===== src/rtl/instr_encoder.sv =====
// instr_encoder: packs decoded instruction fields into 32-bit decoder words,
// flags illegal field sets and streams legal words out through a small FIFO.
module instr_encoder #(
    parameter int DEPTH = 4,
    parameter int CNT_W = 16
) (
    input  logic                     clk,
    input  logic                     reset,
    input  logic                     in_valid,
    output logic                     in_ready,
    input  logic [3:0]               f_cond,
    input  logic [1:0]               f_op,
    input  logic [5:0]               f_funct,
    input  logic [3:0]               f_rn,
    input  logic [3:0]               f_rd,
    input  logic [11:0]              f_src2,
    input  logic [23:0]              f_imm24,
    output logic                     out_valid,
    input  logic                     out_ready,
    output logic [31:0]              out_instr,
    output logic [$clog2(DEPTH):0]   level,
    output logic [CNT_W-1:0]         issued_count,
    output logic                     err_illegal
);
    localparam int AW = $clog2(DEPTH);

    logic [31:0]   mem [DEPTH];
    logic [AW-1:0] wr_ptr, rd_ptr;
    logic [31:0]   word;
    logic          s_bit, illegal, accept, push, pop;

    always_comb begin
        // TST/TEQ/CMP/CMN only exist as flag-setting forms
        s_bit     = (f_funct[4:3] == 2'b10) ? 1'b1 : f_funct[0];
        word      = (f_op == 2'b00) ? {f_cond, 2'b00, f_funct[5:1], s_bit, f_rn, f_rd, f_src2} :
                    (f_op == 2'b01) ? {f_cond, 2'b01, f_funct, f_rn, f_rd, f_src2} :
                                      {f_cond, 2'b10, 1'b1, f_funct[4], f_imm24};
        illegal   = (f_op == 2'b11) || (f_cond == 4'hF);
        in_ready  = level < (AW+1)'(DEPTH);
        accept    = in_valid && in_ready;
        push      = accept && !illegal;
        out_valid = level != '0;
        pop       = out_valid && out_ready;
        out_instr = out_valid ? mem[rd_ptr] : 32'h0;
    end

    always_ff @(posedge clk) begin
        if (push) mem[wr_ptr] <= word;
    end

    always_ff @(posedge clk) begin
        if (reset) begin
            wr_ptr       <= '0;
            rd_ptr       <= '0;
            level        <= '0;
            issued_count <= '0;
            err_illegal  <= 1'b0;
        end else begin
            if (push) wr_ptr <= wr_ptr + 1'b1;
            if (pop) begin
                rd_ptr       <= rd_ptr + 1'b1;
                issued_count <= issued_count + 1'b1;
            end
            level       <= level + (AW+1)'(push) - (AW+1)'(pop);
            err_illegal <= err_illegal | (accept && illegal);
        end
    end
endmodule


===== config.mk =====
export PLATFORM = sky130hd
export DESIGN_NAME = instr_encoder
export DESIGN_NICKNAME = d
export VERILOG_FILES = /design/src/rtl/instr_encoder.sv
export SDC_FILE = /design/constraint.sdc
export NUM_CORES = 1
export LEC_CHECK = 0
export BUFFER_PORTS_ARGS = -buffer_cell sky130_fd_sc_hd__buf_4
export CAP_MARGIN = 10
export CORE_AREA = 3 3 117 119
export CTS_CLUSTER_DIAMETER = 100
export DETAILED_ROUTE_END_ITERATION = 6
export DIE_AREA = 0 0 120 122
export MAX_ROUTING_LAYER = met4
export PLACE_DENSITY = 0.82
export SLEW_MARGIN = 20
export SYNTH_ARGS = -nofsm -noshare
export SYNTH_HDL_FRONTEND = slang
export SYNTH_SLANG_ARGS = --single-unit

===== constraint.sdc =====
create_clock -name clk -period 2.1 [get_ports clk]
set_input_delay 0.315 -clock clk [delete_from_list [all_inputs] [get_ports clk]]
set_output_delay 0.315 -clock clk [all_outputs]
set_load 0.02 [all_outputs]

### Word level (Yosys, flattened, before mapping)

Memories as Yosys holds them, arrays and structs flattened. A register that Yosys moved wholly into a read port is not among the register bits.
Cells that the tools add are included.

* memory bits (read-only): 0
* output and inout port bits: 54
* register bits after elaboration: 24
* bits in latches: 0
* memories: 1
* memory bits (writable): 128
* input bits: 60

* shift-type cells: 0
* $add $sub $neg: 5
* eq/ne operators: 4
* order comparisons: 1
* div/mod/pow operators: 0
* mux-type cells: 8
* bitwise operators: 1
* multiply operators: 0
* reduce and logical (&&, ||, !) cells: 8

Memories
* mem: words 4, bits a word 32, rd ports 1, clocked after Yosys merged registers in 1, wr ports 1, line 27 `logic [31:0] mem [DEPTH];`

Operators by type and width (count)
* $mux W28: 2
* $mux W32: 1
* $add A16 B1 Y16 const B: 1
* $add A2 B1 Y2 const B: 2
* $eq A2 B2 Y1 const B: 2
* $eq A4 B4 Y1 const B: 1
* $logic_and A1 B1 Y1: 4
* $mux W2: 2
* $add A3 B1 Y3: 1
* $lt A3 B3 Y1 const B: 1
* $mux W1: 3
* $reduce_bool A3 Y1: 1
* $sub A3 B1 Y3: 1
* $eq A2 B1 Y1 const B: 1
* $logic_not A2 Y1: 1
* $logic_not A1 Y1: 1
* $logic_or A1 B1 Y1: 1
* $or A1 B1 Y1: 1

### Depth between registers and ports, before layout

* depth after elaboration: 6
* depth in mapped cells: 11

### Worst setup path before layout

Ideal clock, no wire load.

* path type: register to register
* start: register level[2]
* end: register level[2]
* stages on the path, launching flop included: 12
* arrival time: 2188 ps
* library setup time: 128 ps
* path slack: -215 ps
* cells stage by stage: dfxtp_1 > nor2b_1 > and3_1 > clkbuf_1 > inv_2 > ha_1 > inv_1 > ha_1 > fa_1 > xnor2_1 > xnor2_1 > nor2_1

* longest elaborated chain between the ends: 5
* elaborated cells between the ends (all ways): 7

RTL lines
* start, declared: line 21 `output logic [$clog2(DEPTH):0] level,`
* start signal, assigned: line 64 `level <= level + (AW+1)'(push) - (AW+1)'(pop);`
* $lt A3 B3 Y1: line 39 `in_ready = level < (AW+1)'(DEPTH);`
* $logic_and A1 B1 Y1: line 40 `accept = in_valid && in_ready;`
* $logic_and A1 B1 Y1: line 41 `push = accept && !illegal;`
* $add A3 B1 Y3: line 64
* $sub A3 B1 Y3 (*): line 64

Mark *: on every way between the ends. The rest lies on a longest branch, timed or not.
A chain may end at the register's enable or synchronous reset.

==> impl_metrics.yaml <==
status:
  status: "finished, violations left"
  failed_checks: "setup timing"
final_layout:
  instances_no_fill: 704
  diodes: 0
  nFillCells: 860
  register_area_mm2: 0.004377
  final_nets: 587
  area_delta_synth_final_pct: 35.51
  drive_gt1_share_pct: 53.01
  multi_input_area_mm2: 0.002003
  final_util_pct: 68.02
synthesis:
  yosysSeqAreaShare_pct: 68.62
  synth_cells: 374
  yosysTopAreaCell: "edfxtp_1"
  avgSynthCellArea_um2: 17.00
  async_flop_share_pct: 0
  synth.area.top_cells: "edfxtp_1 60%, mux4_2 11%, dfxtp_1 8.2%"
  syn_area_mm2: 0.006360
  ys.flop_type: "edfxtp_1"
  yosysMostFrequentCell: "edfxtp_1"
  synth_top_area_share_pct: 60.44
  synth_common_cells: "128 x edfxtp_1, 36 x and2_1, 32 x mux4_2"
  syn_nets: 442
  synth_edf_count: 128
  ys.warnings.count: 0
  synth.distinct_cells: 36
  synth_seq_cells: 154
timing:
  fin_hold_ws_ns: 0.1261
  slew_headroom_pct: 56.04
  fmax_mhz: 458.8
  grt_setup_unrepaired: "true"
  min_period_ns: 2.179
  setup_violations: 32
  hold_viol: 0
  fin_skew_ns: 0.006345
  slew_violations: 0
  worstMarginPinSlew_ns: 0.6525
  setup_ws_ns: -0.07949
  fin_crit_sh_pct: 103.8
critical_path:
  slowest_delay_ns: 0.53
  crit_top_cell: "buf_12"
  crit_buf_inv: 3
  slowest_stage: "mux4_2"
  path_class: "flip-flop to output pin"
  cp.required_ns: 1.78
  worst-endpoint-arrival_ns: 1.86
  cp-start-kind: "flip-flop"
  crit_chain: "buf_12, buf_12, mux4_2, and2_4, buf_6"
  path_delay_family: "multiplexers"
  cp-end-kind: "output pin"
  worstPathMaxFanout: 7
floorplanning:
  initial_core_util_pct: 50.19
  die_w_um: 120
  core-area_mm2: 0.01267
  rows: 41
  chipHeight_um: 122
  dieArea_mm2: 0.01464
  io_pins: 114
clocking:
  clockBufferDepth: 2
  worst_setup_hold_path_clk_slew_ns: 0.06
  cts_tree: "done"
  clock_sinks: 154
  numCtsBuffers: 17
  clk_latency_ns: 0.40
  clock-root-buffer: "clkbuf_16"
  htreeDepth: 4
drt:
  wl_per_cell_um: 19.45
  drc: 0
  viasPerCell: 5.331
  first_pass_iters: 5
  routed-via-count: 3753
  ant_nets: 0
  first_iter_violations: 302
  wl_um: 13700
pwr:
  p_leak_nw: 3.159
  powerDensity_mw_per_mm2: 1232
  irDropWorstVdd_v: 0.0006366
grt:
  grt_max_degree: 32
  grt_usage_pct: 19.83
  overflow: 0
  grt_pass1_vias: 3933
  antenna_found_initial: 0
  grt_pass1_wl_um: 21220
place:
  dp_hpwl_um: 8272
  dp.cells: 660
  io_buffers: 113
  gp_routability_congestion: 0.7942
hold_path:
  hp-class: "input port to flip-flop"
run:
  cap_violations: 0
[power by group]
group          total (mW)  switching [mW]  internal [mW]
clock network        3.11            1.13           1.97
registers            3.71           0.139           3.57
logic                3.80            1.65           2.15
total                10.6            2.92           7.70
[final timing paths]
check | endpoint | depth (start not counted) | startpoint | slack [ns]
worst max register to register | level[2] | 8 | level[0] | 0.05
worst min-delay path | mem[3][24] | 1 | f_funct[4] | 0.13
worst min register to register | err_illegal | 2 | err_illegal | 0.48
worst max-delay path | out_instr[21] | 5 | flip-flop | -0.08
[through the flow]
| step | total power [mW] | setup slack, ns | area [µm²] | TNS (ns) |
|---|---|---|---|---|
| global route | 11.08 | -0.1369 | 8618 | -2.703 |
| finish | 10.62 | -0.07949 | 8618 | -0.9785 |
| CTS | 10.53 | -0.08333 | 8543 | -1.833 |
| floorplan | 5.439 | 0.01722 | 6377 | 0 |
| detailed placement | 6.563 | -0.01819 | 7577 | -0.01819 |
| global placement | 6.494 | 0.03425 | 7577 | 0 |
[timing repair]
action | in CTS | in global routing
pin swaps | 24 | 8
setup endpoints to repair | 32 | 33
setup buffers | 4 | 5
hold buffers | 0 | 0
resized for setup | 76 | 12
gates cloned | 3 | 3
[per-layer routing]
metal / track usage, % / wire (µm) / up-vias / part of all wire (%)
met2: 34.04 / 7374 / 129 / 54
li1: - / - / 1719 / -
met3: 5.246 / 811 / 6 / 5.9
met5: - / 0 / - / 0
met4: 4.295 / 71 / 0 / 0.52
met1: 23.84 / 5437 / 1899 / 40
[flip-flops by register name, indices dropped and copies added (netlist names), named ones only]
| signal | flops |
|---|---|
| err_illegal | 1 |
| issued_count | 16 |
| level | 3 |
| mem | 128 |
| rd_ptr | 2 |
| wr_ptr | 2 |
[area by class of cell]
cell class / count / area share (%)
clock buffers: 18 / 4.980
clock inverters: 14 / 2.062
inverters: 7 / 0.3049
multi-input cells: 193 / 23.24
flip-flops and latches: 154 / 50.78
well taps: 172 / 2.497
repair buffers: 146 / 16.13
[cells by family (layout without fill, tap and decap cells)]
family | count (synthesis) | in the layout | synth area share, %
AOI/OAI and AO/OA | 19 | 19 | 1.830
xor gates and xnor gates | 13 | 13 | 1.790
adders and majority gates | 8 | 8 | 1.692
buffers and inverters | 27 | 185 | 1.888
DFF | 154 | 154 | 68.62
muxes | 57 | 57 | 15.74
and+or+nand+nor | 96 | 96 | 8.440
[cells in the final DEF, fill, tap and decap left out, drive strengths merged, types with 3 or more instances in the layout]
| master | instances |
|---|---|
| or3 | 7 |
| xnor2 | 7 |
| mux4 | 32 |
| o21ai | 7 |
| clkinv | 7 |
| nor2b | 5 |
| inv | 8 |
| clkbuf | 20 |
| edfxtp | 128 |
| bufinv | 4 |
| and3 | 3 |
| dfxtp | 26 |
| xor2 | 6 |
| nor2 | 17 |
| and2 | 36 |
| ha | 7 |
| buf | 144 |
| nand4 | 4 |
| mux2 | 24 |
| nand3 | 5 |
| nand2 | 13 |
| a21oi | 9 |
Note: power is estimated with default switching activity, not from simulation.
